`src/rtl/apb_pkg.sv`:
```
// Shared types and default widths for the APB requester bridge.
package apb_pkg;

  localparam int unsigned APB_ADDR_W = 32;
  localparam int unsigned APB_DATA_W = 32;

  typedef enum logic [1:0] {
    APB_IDLE   = 2'd0,
    APB_SETUP  = 2'd1,
    APB_ACCESS = 2'd2
  } apb_state_t;

endpackage

```
`src/rtl/apb_master_bridge_if.sv`:
```
// APB bus bundle between the requester bridge and one completer.
interface apb_master_bridge_if #(
  parameter int unsigned ADDR_W = 32,
  parameter int unsigned DATA_W = 32
);
  logic              psel;
  logic              penable;
  logic              pwrite;
  logic [ADDR_W-1:0] paddr;
  logic [DATA_W-1:0] pwdata;
  logic [DATA_W-1:0] prdata;
  logic              pready;
  logic              pslverr;

  modport master (
    output psel, penable, pwrite, paddr, pwdata,
    input  prdata, pready, pslverr
  );

  modport slave (
    input  psel, penable, pwrite, paddr, pwdata,
    output prdata, pready, pslverr
  );
endinterface

```
`src/rtl/apb_wait_timer.sv`:
```
// ACCESS wait-state counter; expired flags the cycle whose edge reaches TIMEOUT waits.
module apb_wait_timer #(
  parameter int unsigned TIMEOUT = 16
) (
  input  logic clk,
  input  logic rst,
  input  logic clr,
  input  logic en,
  output logic expired
);

  localparam int unsigned CntW = (TIMEOUT < 2) ? 1 : $clog2(TIMEOUT);

  logic [CntW-1:0] cnt_q;

  always_ff @(posedge clk) begin
    if (rst || clr) begin
      cnt_q <= '0;
    end else if (en && !expired) begin
      cnt_q <= cnt_q + 1'b1;
    end
  end

  // TIMEOUT of zero disables the abort entirely.
  if (TIMEOUT == 0) begin : g_no_timeout
    assign expired = 1'b0;
  end else begin : g_timeout
    assign expired = en && (cnt_q == CntW'(TIMEOUT - 1));
  end

endmodule

```
`src/rtl/apb_master_bridge.sv`:
```
// Turns a local valid/ready command into one APB SETUP/ACCESS transfer with a response pulse.
module apb_master_bridge
  import apb_pkg::*;
#(
  parameter int unsigned ADDR_W  = APB_ADDR_W,
  parameter int unsigned DATA_W  = APB_DATA_W,
  parameter int unsigned TIMEOUT = 16
) (
  input  logic              pclk,
  input  logic              presetn,
  input  logic              cmd_valid,
  output logic              cmd_ready,
  input  logic              cmd_write,
  input  logic [ADDR_W-1:0] cmd_addr,
  input  logic [DATA_W-1:0] cmd_wdata,
  output logic              rsp_valid,
  output logic [DATA_W-1:0] rsp_rdata,
  output logic              rsp_err,
  output logic              rsp_timeout,
  output logic              busy,
  apb_master_bridge_if.master apb
);

  apb_state_t        state_q;
  logic              psel_q, penable_q, pwrite_q, busy_q;
  logic [ADDR_W-1:0] paddr_q;
  logic [DATA_W-1:0] pwdata_q, rsp_rdata_q;
  logic              rsp_valid_q, rsp_err_q, rsp_timeout_q;
  logic              accept, wait_en, expired;

  // presetn is active-high despite its name.
  assign cmd_ready = (state_q == APB_IDLE) && !presetn;
  assign accept    = cmd_valid && cmd_ready;
  assign wait_en   = (state_q == APB_ACCESS) && !apb.pready;

  apb_wait_timer #(
    .TIMEOUT (TIMEOUT)
  ) u_wait_timer (
    .clk     (pclk),
    .rst     (presetn),
    .clr     (accept),
    .en      (wait_en),
    .expired (expired)
  );

  always_ff @(posedge pclk) begin
    if (presetn) begin
      state_q       <= APB_IDLE;
      psel_q        <= 1'b0;
      penable_q     <= 1'b0;
      pwrite_q      <= 1'b0;
      paddr_q       <= '0;
      pwdata_q      <= '0;
      busy_q        <= 1'b0;
      rsp_valid_q   <= 1'b0;
      rsp_rdata_q   <= '0;
      rsp_err_q     <= 1'b0;
      rsp_timeout_q <= 1'b0;
    end else begin
      rsp_valid_q <= 1'b0;
      unique case (state_q)
        APB_IDLE: begin
          if (accept) begin
            state_q  <= APB_SETUP;
            psel_q   <= 1'b1;
            busy_q   <= 1'b1;
            pwrite_q <= cmd_write;
            paddr_q  <= cmd_addr;
            pwdata_q <= cmd_wdata;
          end
        end
        APB_SETUP: begin
          state_q   <= APB_ACCESS;
          penable_q <= 1'b1;
        end
        APB_ACCESS: begin
          // pready wins over a timeout expiring on the same edge.
          if (apb.pready) begin
            state_q       <= APB_IDLE;
            psel_q        <= 1'b0;
            penable_q     <= 1'b0;
            busy_q        <= 1'b0;
            rsp_valid_q   <= 1'b1;
            rsp_err_q     <= apb.pslverr;
            rsp_timeout_q <= 1'b0;
            rsp_rdata_q   <= (!pwrite_q && !apb.pslverr) ? apb.prdata : '0;
          end else if (expired) begin
            state_q       <= APB_IDLE;
            psel_q        <= 1'b0;
            penable_q     <= 1'b0;
            busy_q        <= 1'b0;
            rsp_valid_q   <= 1'b1;
            rsp_err_q     <= 1'b1;
            rsp_timeout_q <= 1'b1;
            rsp_rdata_q   <= '0;
          end
        end
        default: begin
          state_q   <= APB_IDLE;
          psel_q    <= 1'b0;
          penable_q <= 1'b0;
          busy_q    <= 1'b0;
        end
      endcase
    end
  end

  assign apb.psel    = psel_q;
  assign apb.penable = penable_q;
  assign apb.pwrite  = pwrite_q;
  assign apb.paddr   = paddr_q;
  assign apb.pwdata  = pwdata_q;

  assign rsp_valid   = rsp_valid_q;
  assign rsp_rdata   = rsp_rdata_q;
  assign rsp_err     = rsp_err_q;
  assign rsp_timeout = rsp_timeout_q;
  assign busy        = busy_q;

endmodule

```
`src/flat_wrapper.sv`:
```
// flat-port wrapper written by rule: the top's interface ports become plain ports
module apb_master_bridge_flat import apb_pkg::*;
#(
  parameter int unsigned ADDR_W  = APB_ADDR_W,
  parameter int unsigned DATA_W  = APB_DATA_W,
  parameter int unsigned TIMEOUT = 16
)
  (pclk, presetn, cmd_valid, cmd_ready, cmd_write, cmd_addr, cmd_wdata, rsp_valid, rsp_rdata, rsp_err, rsp_timeout, busy, apb_psel, apb_penable, apb_pwrite, apb_paddr, apb_pwdata, apb_prdata, apb_pready, apb_pslverr);
  apb_master_bridge_if #(.ADDR_W(ADDR_W), .DATA_W(DATA_W)) apb_i ();
  input  logic pclk;
  input  logic presetn;
  input  logic cmd_valid;
  output logic cmd_ready;
  input  logic cmd_write;
  input  logic [ADDR_W-1:0] cmd_addr;
  input  logic [DATA_W-1:0] cmd_wdata;
  output logic rsp_valid;
  output logic [DATA_W-1:0] rsp_rdata;
  output logic rsp_err;
  output logic rsp_timeout;
  output logic busy;
  output wire logic [$bits(apb_i.psel)-1:0] apb_psel;
  output wire logic [$bits(apb_i.penable)-1:0] apb_penable;
  output wire logic [$bits(apb_i.pwrite)-1:0] apb_pwrite;
  output wire logic [$bits(apb_i.paddr)-1:0] apb_paddr;
  output wire logic [$bits(apb_i.pwdata)-1:0] apb_pwdata;
  input wire logic [$bits(apb_i.prdata)-1:0] apb_prdata;
  input wire logic [$bits(apb_i.pready)-1:0] apb_pready;
  input wire logic [$bits(apb_i.pslverr)-1:0] apb_pslverr;
  assign apb_psel = apb_i.psel;
  assign apb_penable = apb_i.penable;
  assign apb_pwrite = apb_i.pwrite;
  assign apb_paddr = apb_i.paddr;
  assign apb_pwdata = apb_i.pwdata;
  assign apb_i.prdata = apb_prdata;
  assign apb_i.pready = apb_pready;
  assign apb_i.pslverr = apb_pslverr;
  apb_master_bridge #(.ADDR_W(ADDR_W), .DATA_W(DATA_W), .TIMEOUT(TIMEOUT)) u_core (.pclk(pclk), .presetn(presetn), .cmd_valid(cmd_valid), .cmd_ready(cmd_ready), .cmd_write(cmd_write), .cmd_addr(cmd_addr), .cmd_wdata(cmd_wdata), .rsp_valid(rsp_valid), .rsp_rdata(rsp_rdata), .rsp_err(rsp_err), .rsp_timeout(rsp_timeout), .busy(busy), .apb(apb_i));
endmodule
```
`config.mk`:
```
export PLATFORM = sky130hd
export DESIGN_NAME = apb_master_bridge_flat
export DESIGN_NICKNAME = d
export VERILOG_FILES = /design/src/rtl/apb_pkg.sv /design/src/rtl/apb_master_bridge_if.sv /design/src/rtl/apb_wait_timer.sv /design/src/rtl/apb_master_bridge.sv /design/src/flat_wrapper.sv
export SDC_FILE = /design/constraint.sdc
export NUM_CORES = 1
export LEC_CHECK = 0
export ABC_CLOCK_PERIOD_IN_PS = 1600
export CAP_MARGIN = 20
export CORE_MARGIN = 2
export CORE_UTILIZATION = 38
export DETAILED_ROUTE_END_ITERATION = 7
export GPL_TIMING_DRIVEN = 0
export PLACE_DENSITY = 0.8
export SETUP_SLACK_MARGIN = 0.02
export SLEW_MARGIN = 20
export SYNTH_ARGS = -nofsm -noshare
export SYNTH_HDL_FRONTEND = slang
export SYNTH_SLANG_ARGS = --single-unit
```
`constraint.sdc`:
```
create_clock -name pclk -period 1.6 [get_ports pclk]
set_input_delay 0.24 -clock pclk [delete_from_list [all_inputs] [get_ports pclk]]
set_output_delay 0.24 -clock pclk [all_outputs]
set_load 0.05 [all_outputs]
```
---- Word-level counts from Yosys, hierarchy flattened ----
Cells that the tools add are included.
operators by class
  add/subtract/negate cells ............... 1
  eq/ne operators ......................... 5
  multiplexer cells ....................... 17
  bitwise logic cells ..................... 3
  reductions and logical operators ........ 20
operators with widths
  kind                                                 number
  2-to-1 mux 32 bit                                    3
  2-to-1 mux 1 bit                                     8
  AND reduction 2 bit                                  4
  logical AND 1 bit                                    6
  2-to-1 mux 2 bit                                     3
  one-hot mux 1 bit (3 select lines)                   2
  one-hot mux 2 bit (3 select lines)                   1
  logical NOT 1 bit                                    5
  adder 4 x 1 -> 4 bit, second input constant          1
  equality test 4 bit, second input constant           1
  != test 3 bit, second input constant                 1
  inverter 1 bit                                       3
  AND reduction 3 bit                                  1
  equality test 2 x 1 -> 1 bit, second input constant  1
  equality test 2 bit, second input constant           1
  logical NOT 2 bit                                    1
  != test 2 bit, second input constant                 1
  nonzero test 2 bit                                   1
  OR reduction 2 bit                                   1
  logical OR 1 bit                                     1
storage, ports and cells
  bits in registers ....................... 108
  input port bits ......................... 102
  word-level logic and storage cells ...... 57

---- Logic depth before layout (Yosys ltp) ----
Gate-level depths: netlist of run 1.
  depth in word-level cells ............... 6
  gate-level depth with buffers ........... 6
  gate-level depth less buffers ........... 4

---- By module ----
Synthesis of run 1 repeated with hierarchy kept, for this count alone.
second synthesis, totals
  cells, all modules ...................... 411
  area, all modules ....................... 3908.7 µm²
by module, submodules not included
  module             instances  cells each  area each (µm²)  sequential area each (µm²)
  apb_master_bridge  1          388         3717.3           2082.0
  apb_wait_timer     1          23          191.4            80.1

---- Worst setup path before layout of run 1 ----
OpenSTA, ideal clock, no wires.
  path type ............................... flip-flop to flip-flop
  start ................................... register u_core.state_q[1]
  end ..................................... register u_core.paddr_q[10] (netlist: u_core.apb.paddr[10])
  library setup time ...................... 0.060 ns
  data arrival time ....................... 1.706 ns
  slack ................................... -0.167 ns
  cell stages (with the launch flop) ...... 6
  clock period less this slack ............ 1.767 ns
  path through ............................ dfxtp_1 -> nor3_2 -> and2_1 -> buf_4 -> buf_6 -> a22o_1
on the way
  longest elaborated chain between the ends .. 4
ends and longest elaborated chain
  item                                  RTL line                 source
  start: declaration                    apb_master_bridge.sv:24  apb_state_t state_q;
  start signal: assignment              apb_master_bridge.sv:48  state_q <= APB_IDLE;
  start signal: assignment              apb_master_bridge.sv:64  state_q <= APB_SETUP;
  start signal: assignment              apb_master_bridge.sv:73  state_q <= APB_ACCESS;
  logical NOT 2 bit                     apb_master_bridge.sv:32  assign cmd_ready = (state_q == APB_IDLE) && !presetn;
  logical AND 1 bit                     apb_master_bridge.sv:32
  named net cmd_ready                   flat_wrapper.sv:13       output logic cmd_ready;
  logical AND 1 bit                     apb_master_bridge.sv:33  assign accept = cmd_valid && cmd_ready;
  AND reduction 2 bit (no source line)  n/a
  end signal: assignment                apb_master_bridge.sv:68  paddr_q <= cmd_addr;
  end: declaration                      apb_master_bridge.sv:26  logic [ADDR_W-1:0] paddr_q;
The timed path passes the listed nets, and every way through them passes these cells.
A chain may end at the register's enable or synchronous reset.

---- Worst setup path after layout of run 1 ----
  start ................................... register u_core.paddr_q[22] (netlist: u_core.apb.paddr[22])
  end ..................................... output apb_paddr[22]
RTL lines
  item              RTL line            source
  end: declaration  flat_wrapper.sv:25  output wire logic [$bits(apb_i.paddr)-1:0] apb_paddr;
No word-level cell between the ends.

==> flow_summary.toml, run 1 <==
[global_route]
grt_antenna_before_repair = 0
globalRoute.totalOverflow = 0
grt_pass1_vias = 3442
grt_start_max_net_pins = 18
grt_pass1_wl_microns = 16700
overall_routing_resource_usage = 0.204

[pwr]
power.sequential.fraction = 0.510
powerDensity_nw_per_um2 = 951
internal_power_w = 0.00395
comb_power_share = 0.214
switchingPower_w = 0.00171
total_power_w = 0.00567
leakage_nw = 2.69
swShare = 0.302
ir_worst_vdd_mv = 0.493
clockPowerShare = 0.276

[detailed_routing]
detail_route.drc_violations = 0
detailedRoute.firstPassIterationCount = 4
postRouteAntennaNets = 0
postRouteWirelength_microns = 10900
routedWlPerCell_microns = 16.1
total_via_count_in_the_routed_design = 3402
drt_iter0_markers = 61
vias_per_cell = 5.03

[logic_synthesis]
count_of_unique_library_cells_instantiated_by_yosys = 37
postSynthAreaPerCell_sq_um = 11.1
synthesis.area_sq_um = 3630
synth.ff_latch_count = 108
synth_sequential_area_ratio = 0.595
synth_top_cell_by_area = "dfxtp_1"
yosys_warnings = 0
post_synth_inst_count = 326
post_synth_main_area_contributors = "dfxtp_1 (60%), a22o_1 (17%), nand4_1 (4.3%)"
postSynthNetCount = 429
synth_top_area_frac = 0.595

[clock_network]
tritoncts.num_buffers = 9
tritoncts = "built"
clock_insertion_delay_worst_skew_ns = 0.35
clockRootBuffer = "clkbuf_8"
htree_num_levels = 3
cts_sinks = 108
cts-root-to-sink-buffers = 2
cts_hold_buffers = 0
worst_setup_hold_path_clk_slew_ns = 0.10

[critical_path]
worst_setup_sp = "u_core.apb.paddr[22]$_SDFFE_PP0P_"
cp_num_cells = 1
timing.setup.critical_path_class = "flip-flop to output port"
path_cells = "dlygate4sd2_1"
worstReg2RegStart = "u_core.u_wait_timer.cnt_q[0]$_SDFFE_PP0P_"
path_delay_family = "buffers and inverters"
timing.critical_path.to_type = "output port"
critPathRequiredTime_ns = 1.36
worstPathMaxFanout = 2
worst_ep_arrival_time_ns = 1.28
worst_path_max_delay_cell = "dlygate4sd2_1"
worst_r2r_endpoint = "u_core.u_wait_timer.cnt_q[3]$_SDFFE_PP0P_"
reg2regPathDepth = 4
timing.critical_path.slowest_cell_delay_ns = 0.58
reg2reg_slack_ns = 0.11
cp_startpoint_kind = "flip-flop"
endpoint = "apb_paddr[22]"
worstPathBufferInverterCount = 1

[placed_design]
place.port_buffers = 204
gp_routability_congestion = 0.814
dp_hpwl_microns = 8180
postPlaceCellArea_sq_um = 5840
place.detailed.instances = 659

[floorplanning]
io_pins = 206
initial_utilization = 0.393
die_w_microns = 102
core-area_sq_um = 9240
row_count = 35
die_height_microns = 102
die-area_sq_um = 10400

[cells_and_area]
fraction_of_layout_cells_with_a_size_suffix_above_1 = 0.108
final_cell_mix = "dfxtp_1 (105), dlygate4sd2_1 (101), clkdlybuf4s50_1 (100)"
finalNonFillerCells = 676
post-route-cell-area_sq_um = 5960
fillers = 796
layout.cells.most_common = "dfxtp_1"
layout-area-overhead-vs-synth_pct = 64.0
num-nets-final = 646
antenna_cells_inserted = 0

[sta]
timing.hold.ws_ns = 0.154
fin_tns_setup_ns = 0
grt_setup_unrepaired = "false"
timing.max_slew.rel_slack = 0.625
tightestPinTransition_ns = 0.565
finClkSkew_ns = 0.00817
final-hold-violation-count = 0
final_max_slew_viol_count = 0
max_clock_freq_ghz = 0.658
report.final.setup_viol = 0
minimum_period_implied_by_the_final_worst_setup_slack_ns = 1.52
timing.final.crit_share = 0.950

[worst_hold_path]
worstHoldPathType = "input pin to flip-flop"

[outcome]
run_status = "completed"

[flow_run]
count_of_maximum_capacitance_violations = 0
-- synth_stat cells --
cell type  instances
nand2_1           26
ha_1               1
nor3_2             1
clkbuf_1           9
a21boi_1           3
a31o_2             1
buf_2             10
buf_6              5
clkinv_1           1
a41oi_1            1
clkbuf_2           2
dfxtp_1          108
or3_1              1
nor2_2             1
nor3b_1            1
a31oi_1            2
nor4b_4            1
nand2b_1           1
a221oi_1           1
a21oi_1            4
nand4_1           25
o21a_1             1
and2b_1            1
or4_1              1
nor2_1             1
and2_1             2
a311oi_1           1
buf_4              4
inv_1              3
a22o_1            72
nand2b_2           1
nand3_1            2
nor4b_1            1
a211oi_1           1
o31ai_1            1
o21ai_0           28
nor3_1             1
-- layer usage --
layer,wire length [microns],global-route usage,up-vias
li1,-,-,1657
met1,4580,0.240,1575
met2,5070,0.348,158
met3,1140,0.0752,12
met4,105,0.0572,0
met5,0,0,-
-- kinds of logic (layout without fill, tap and decap cells) --
group | after synthesis | after routing | share of synthesized area
DFF | 108 | 108 | 0.595
and+or+nand+nor | 67 | 67 | 0.104
adders and majority gates | 1 | 1 | 0.00345
buffers and inverters | 34 | 255 | 0.0538
AOI/OAI and AO/OA | 116 | 116 | 0.243
-- power groups by stage --
| stage | sequential (W) | clock, W | combinational, W |
|---|---|---|---|
| global placement | 0.00295 | 0 | 0.00128 |
| finish | 0.00289 | 0.00156 | 0.00121 |
| CTS | 0.00289 | 0.00159 | 0.00122 |
| detailed placement | 0.00295 | 0 | 0.00129 |
| global route | 0.00291 | 0.00171 | 0.00127 |
| floorplan | 0.00338 | 0 | 0.000277 |
-- area by class of cell --
class / count / area [sq um] / area share
buffer: 30 / 191 / 0.0321
tap: 129 / 161 / 0.0271
clock inverter: 4 / 33.8 / 0.00567
clock buffer: 11 / 151 / 0.0254
timing repair buffer: 206 / 1920 / 0.323
sequential: 108 / 2170 / 0.364
multi-input combinational: 184 / 1320 / 0.221
inverter: 4 / 15.0 / 0.00252
-- timing repair --
item	CTS	global route
resized for setup	119	14
pin swaps	0	1
buffers inserted	1	1
endpoints found under the setup margin	153	27
-- state kept, by name, indices dropped and copies added (netlist names) --
name	cells
u_core.u_wait_timer.cnt_q	4
u_core.apb.pwdata	32
u_core.apb.penable	1
u_core.apb.paddr	32
u_core.state_q	2
u_core.rsp_valid	1
u_core.rsp_timeout	1
u_core.apb.psel	1
u_core.rsp_err	1
u_core.rsp_rdata	32
u_core.apb.pwrite	1
-- worst min path at each step --
| stage | start | endpoint | slack (ns) | depth (start not counted) |
|---|---|---|---|---|
| after floorplan | apb_pready | u_core.rsp_timeout$_SDFFE_PP0P_ | 0.34 | 1 |
| after global placement | u_core.rsp_rdata[8]$_SDFFE_PP0P_ | u_core.rsp_rdata[8]$_SDFFE_PP0P_ | 0.45 | 2 |
| after detailed placement | u_core.rsp_rdata[18]$_SDFFE_PP0P_ | u_core.rsp_rdata[18]$_SDFFE_PP0P_ | 0.45 | 2 |
| after CTS | presetn | u_core.state_q[1]$_SDFFE_PP0P_ | 0.15 | 2 |
| after global routing | presetn | u_core.state_q[1]$_SDFFE_PP0P_ | 0.14 | 2 |
| final | presetn | u_core.state_q[1]$_SDFFE_PP0P_ | 0.15 | 2 |
-- stage by stage --
| step | util | worst slack [ns] |
|---|---|---|
| after floorplan | - | 0.0451 |
| after global placement | 0.632 | -0.242 |
| after detailed placement | 0.632 | -0.274 |
| after CTS | 0.642 | 0.0266 |
| after global routing | 0.645 | 0.0267 |
| final | 0.645 | 0.0799 |
Power figures use the tool's default switching activity.
==> run 2, diff against run 1 <==
--- a/config.mk
+++ b/config.mk
@@ -8,10 +8,11 @@
 export ABC_CLOCK_PERIOD_IN_PS = 1600
 export CAP_MARGIN = 20
 export CORE_MARGIN = 2
-export CORE_UTILIZATION = 38
+export CORE_UTILIZATION = 50
+export CTS_BUF_LIST = sky130_fd_sc_hd__clkbuf_8
 export DETAILED_ROUTE_END_ITERATION = 7
+export DONT_BUFFER_PORTS = 1
 export GPL_TIMING_DRIVEN = 0
-export PLACE_DENSITY = 0.8
 export SETUP_SLACK_MARGIN = 0.02
 export SLEW_MARGIN = 20
 export SYNTH_ARGS = -nofsm -noshare
==> run 2 against run 1 <==
  * The flow now finishes with violations (negative setup slack)
  * Routed wire length fell by 18%
  * Sequential cell count did not move
  * Via count fell by 17%
  * First-iteration DRC count rose by 64%
  * Critical path depth rose by 4
  * Cell count fell by 26%
  * Core utilization rose by 0.50 points
  * Largest cell class unchanged
  * Largest power group unchanged
  * Highest routed layer unchanged
==> flow_summary.toml, run 2 (synthesis results as in run 1) <==
[clock_network]
clockRootBuffer = "clkbuf_8"
worst_setup_hold_path_clk_slew_ns = 0.10
cts_sinks = 108
htree_num_levels = 3
tritoncts.num_buffers = 9
cts-root-to-sink-buffers = 2
clock_insertion_delay_worst_skew_ns = 0.36
tritoncts = "built"

[pwr]
ir_worst_vdd_mv = 0.564
powerDensity_nw_per_um2 = 1160
total_power_w = 0.00535
leakage_nw = 1.77

[detailed_routing]
detailedRoute.firstPassIterationCount = 4
postRouteWirelength_microns = 8890
detail_route.drc_violations = 0
routedWlPerCell_microns = 17.7
drt_iter0_markers = 100
postRouteAntennaNets = 0
vias_per_cell = 5.66
total_via_count_in_the_routed_design = 2838

[cells_and_area]
layout-area-overhead-vs-synth_pct = 27.7
final_cell_mix = "dfxtp_1 (103), a22o_1 (72), dlygate4sd3_1 (52)"
layout.cells.most_common = "dfxtp_1"
fraction_of_layout_cells_with_a_size_suffix_above_1 = 0.159
post-route-cell-area_sq_um = 4640
num-nets-final = 500
antenna_cells_inserted = 0
finalNonFillerCells = 501
final_util = 0.650

[critical_path]
worstReg2RegStart = "u_core.state_q[1]$_SDFFE_PP0P_"
worst_ep_arrival_time_ns = 1.97
worst_path_max_delay_cell = "nor3_4"
timing.setup.critical_path_class = "flip-flop to flip-flop"
timing.critical_path.slowest_cell_delay_ns = 0.55
worst_r2r_endpoint = "u_core.apb.pwdata[1]$_SDFFE_PP0P_"
reg2regPathDepth = 5
worstPathMaxFanout = 10
path_cells = "nor3_4 > and2_4 > buf_12 > buf_8 > a22o_1"
cp_startpoint_kind = "flip-flop"
critPathRequiredTime_ns = 1.91
timing.critical_path.to_type = "flip-flop"
reg2reg_slack_ns = -0.07

[sta]
tightestPinTransition_ns = 0.622
layout_setup_ws_ns = -0.0689
minimum_period_implied_by_the_final_worst_setup_slack_ns = 1.67
final_max_slew_viol_count = 0
max_clock_freq_ghz = 0.599
timing.max_slew.rel_slack = 0.584
final-hold-violation-count = 0
report.final.setup_viol = 64
timing.final.crit_share = 1.04
finClkSkew_ns = 0.0105
timing.hold.ws_ns = 0.0173
grt_setup_unrepaired = "true"

[global_route]
grt_pass1_wl_microns = 13100
grt_start_max_net_pins = 19
grt_pass1_vias = 2640
overall_routing_resource_usage = 0.212
grt_antenna_before_repair = 0
globalRoute.totalOverflow = 0

[outcome]
violated_checks = "negative setup slack"
run_status = "complete, but fails checks"

[floorplanning]
initial_utilization = 0.509
die_height_microns = 89.2
die-area_sq_um = 7960
die_w_microns = 89.2
core-area_sq_um = 7140
io_pins = 206
row_count = 31

[placed_design]
gp_routability_congestion = 0.722
postPlaceCellArea_sq_um = 3760
place.detailed.instances = 425
dp_hpwl_microns = 5790
place.port_buffers = 0

[worst_hold_path]
timing.hold.worst_path_depth = 1
timing.hold.worst_endpoint = "u_core.rsp_rdata[27]$_SDFFE_PP0P_"
hold_path_startpoint = "apb_prdata[27]"
worstHoldPathType = "input pin to flip-flop"

[flow_run]
count_of_maximum_capacitance_violations = 0
[run 2: cell count changes in the layout (fill, tap and decap cells not counted), moves of 2 or more]
cell	previous run	this run
clkbuf_2	8	5
clkdlybuf4s50_1	100	0
buf_8	0	3
clkbuf_1	4	6
dlygate4sd3_1	0	52
dlygate4sd2_1	101	0
clkinv_2	0	2
buf_6	5	3
buf_4	8	11
dfxtp_4	0	2
dfxtp_1	105	103
[run 2: worst max path at each step]
stage	start	endpoint	depth (start not counted)
after detailed placement	u_core.state_q[1]$_SDFFE_PP0P_	u_core.apb.pwdata[17]$_SDFFE_PP0P_	5
after floorplan	u_core.state_q[1]$_SDFFE_PP0P_	u_core.apb.paddr[10]$_SDFFE_PP0P_	5
after global routing	u_core.state_q[1]$_SDFFE_PP0P_	u_core.apb.pwdata[23]$_SDFFE_PP0P_	4
final	u_core.state_q[1]$_SDFFE_PP0P_	u_core.apb.pwdata[1]$_SDFFE_PP0P_	5
after global placement	u_core.state_q[1]$_SDFFE_PP0P_	u_core.apb.paddr[19]$_SDFFE_PP0P_	5
after CTS	u_core.state_q[0]$_SDFFE_PP0P_	u_core.apb.pwdata[14]$_SDFFE_PP0P_	5
[run 2: timing repair]
item	CTS	global route
setup buffers	4	2
endpoints found under the setup margin	93	86
pin swaps	4	2
endpoints found under the hold margin	50	3
resized for setup	14	19
hold buffers	49	3
gates cloned	1	1
[run 2: critical path: cells and delay by family (launching register included)]
kind | cells | cell delay, ns
and+or+nand+nor | 2 | 0.82
DFF | 1 | 0.38
buffers and inverters | 2 | 0.27
AOI/OAI and AO/OA | 1 | 0.15
[run 2: layer usage]
layer,track usage,part of all wire,up-vias,routed length (microns)
li1,-,-,1357,-
met2,0.325,0.46,147,4050
met1,0.271,0.41,1320,3630
met5,0,0,-,0
met3,0.0831,0.12,14,1040
met4,0.0814,0.019,0,165
[run 2: cell type report]
class                      count  area, sq um
sequential                   108         2170
fill                         613         2500
inverter                       4         15.0
tap                           99          124
timing repair buffer          60          602
multi-input combinational    184         1330
clock inverter                 6         45.0
clock buffer                  10          138
buffer                        30          213
[run 2: through the flow]
stage          setup TNS (ns)  setup slack [ns]
4_1_cts                 -1.82           -0.0570
6_report                -2.81           -0.0689
3_5_place_dp            -6.58            -0.137
2_1_floorplan               0            0.0451
5_1_grt                 -5.21            -0.110
3_3_place_gp            -5.44            -0.106
[run 2: power by group]
group / internal [W] / switching, W
clock network: 0.000621 / 0.000899
logic: 0.000265 / 0.000223
registers: 0.00281 / 0.000533
==> run 3, diff against run 2 <==
--- a/config.mk
+++ b/config.mk
@@ -14,7 +14,7 @@
 export DONT_BUFFER_PORTS = 1
 export GPL_TIMING_DRIVEN = 0
 export SETUP_SLACK_MARGIN = 0.02
-export SLEW_MARGIN = 20
+export SLEW_MARGIN = 10
 export SYNTH_ARGS = -nofsm -noshare
 export SYNTH_HDL_FRONTEND = slang
 export SYNTH_SLANG_ARGS = --single-unit
==> results of run 3 <==
Same layout as run 2: the final DEF is identical, and so are final timing and power.
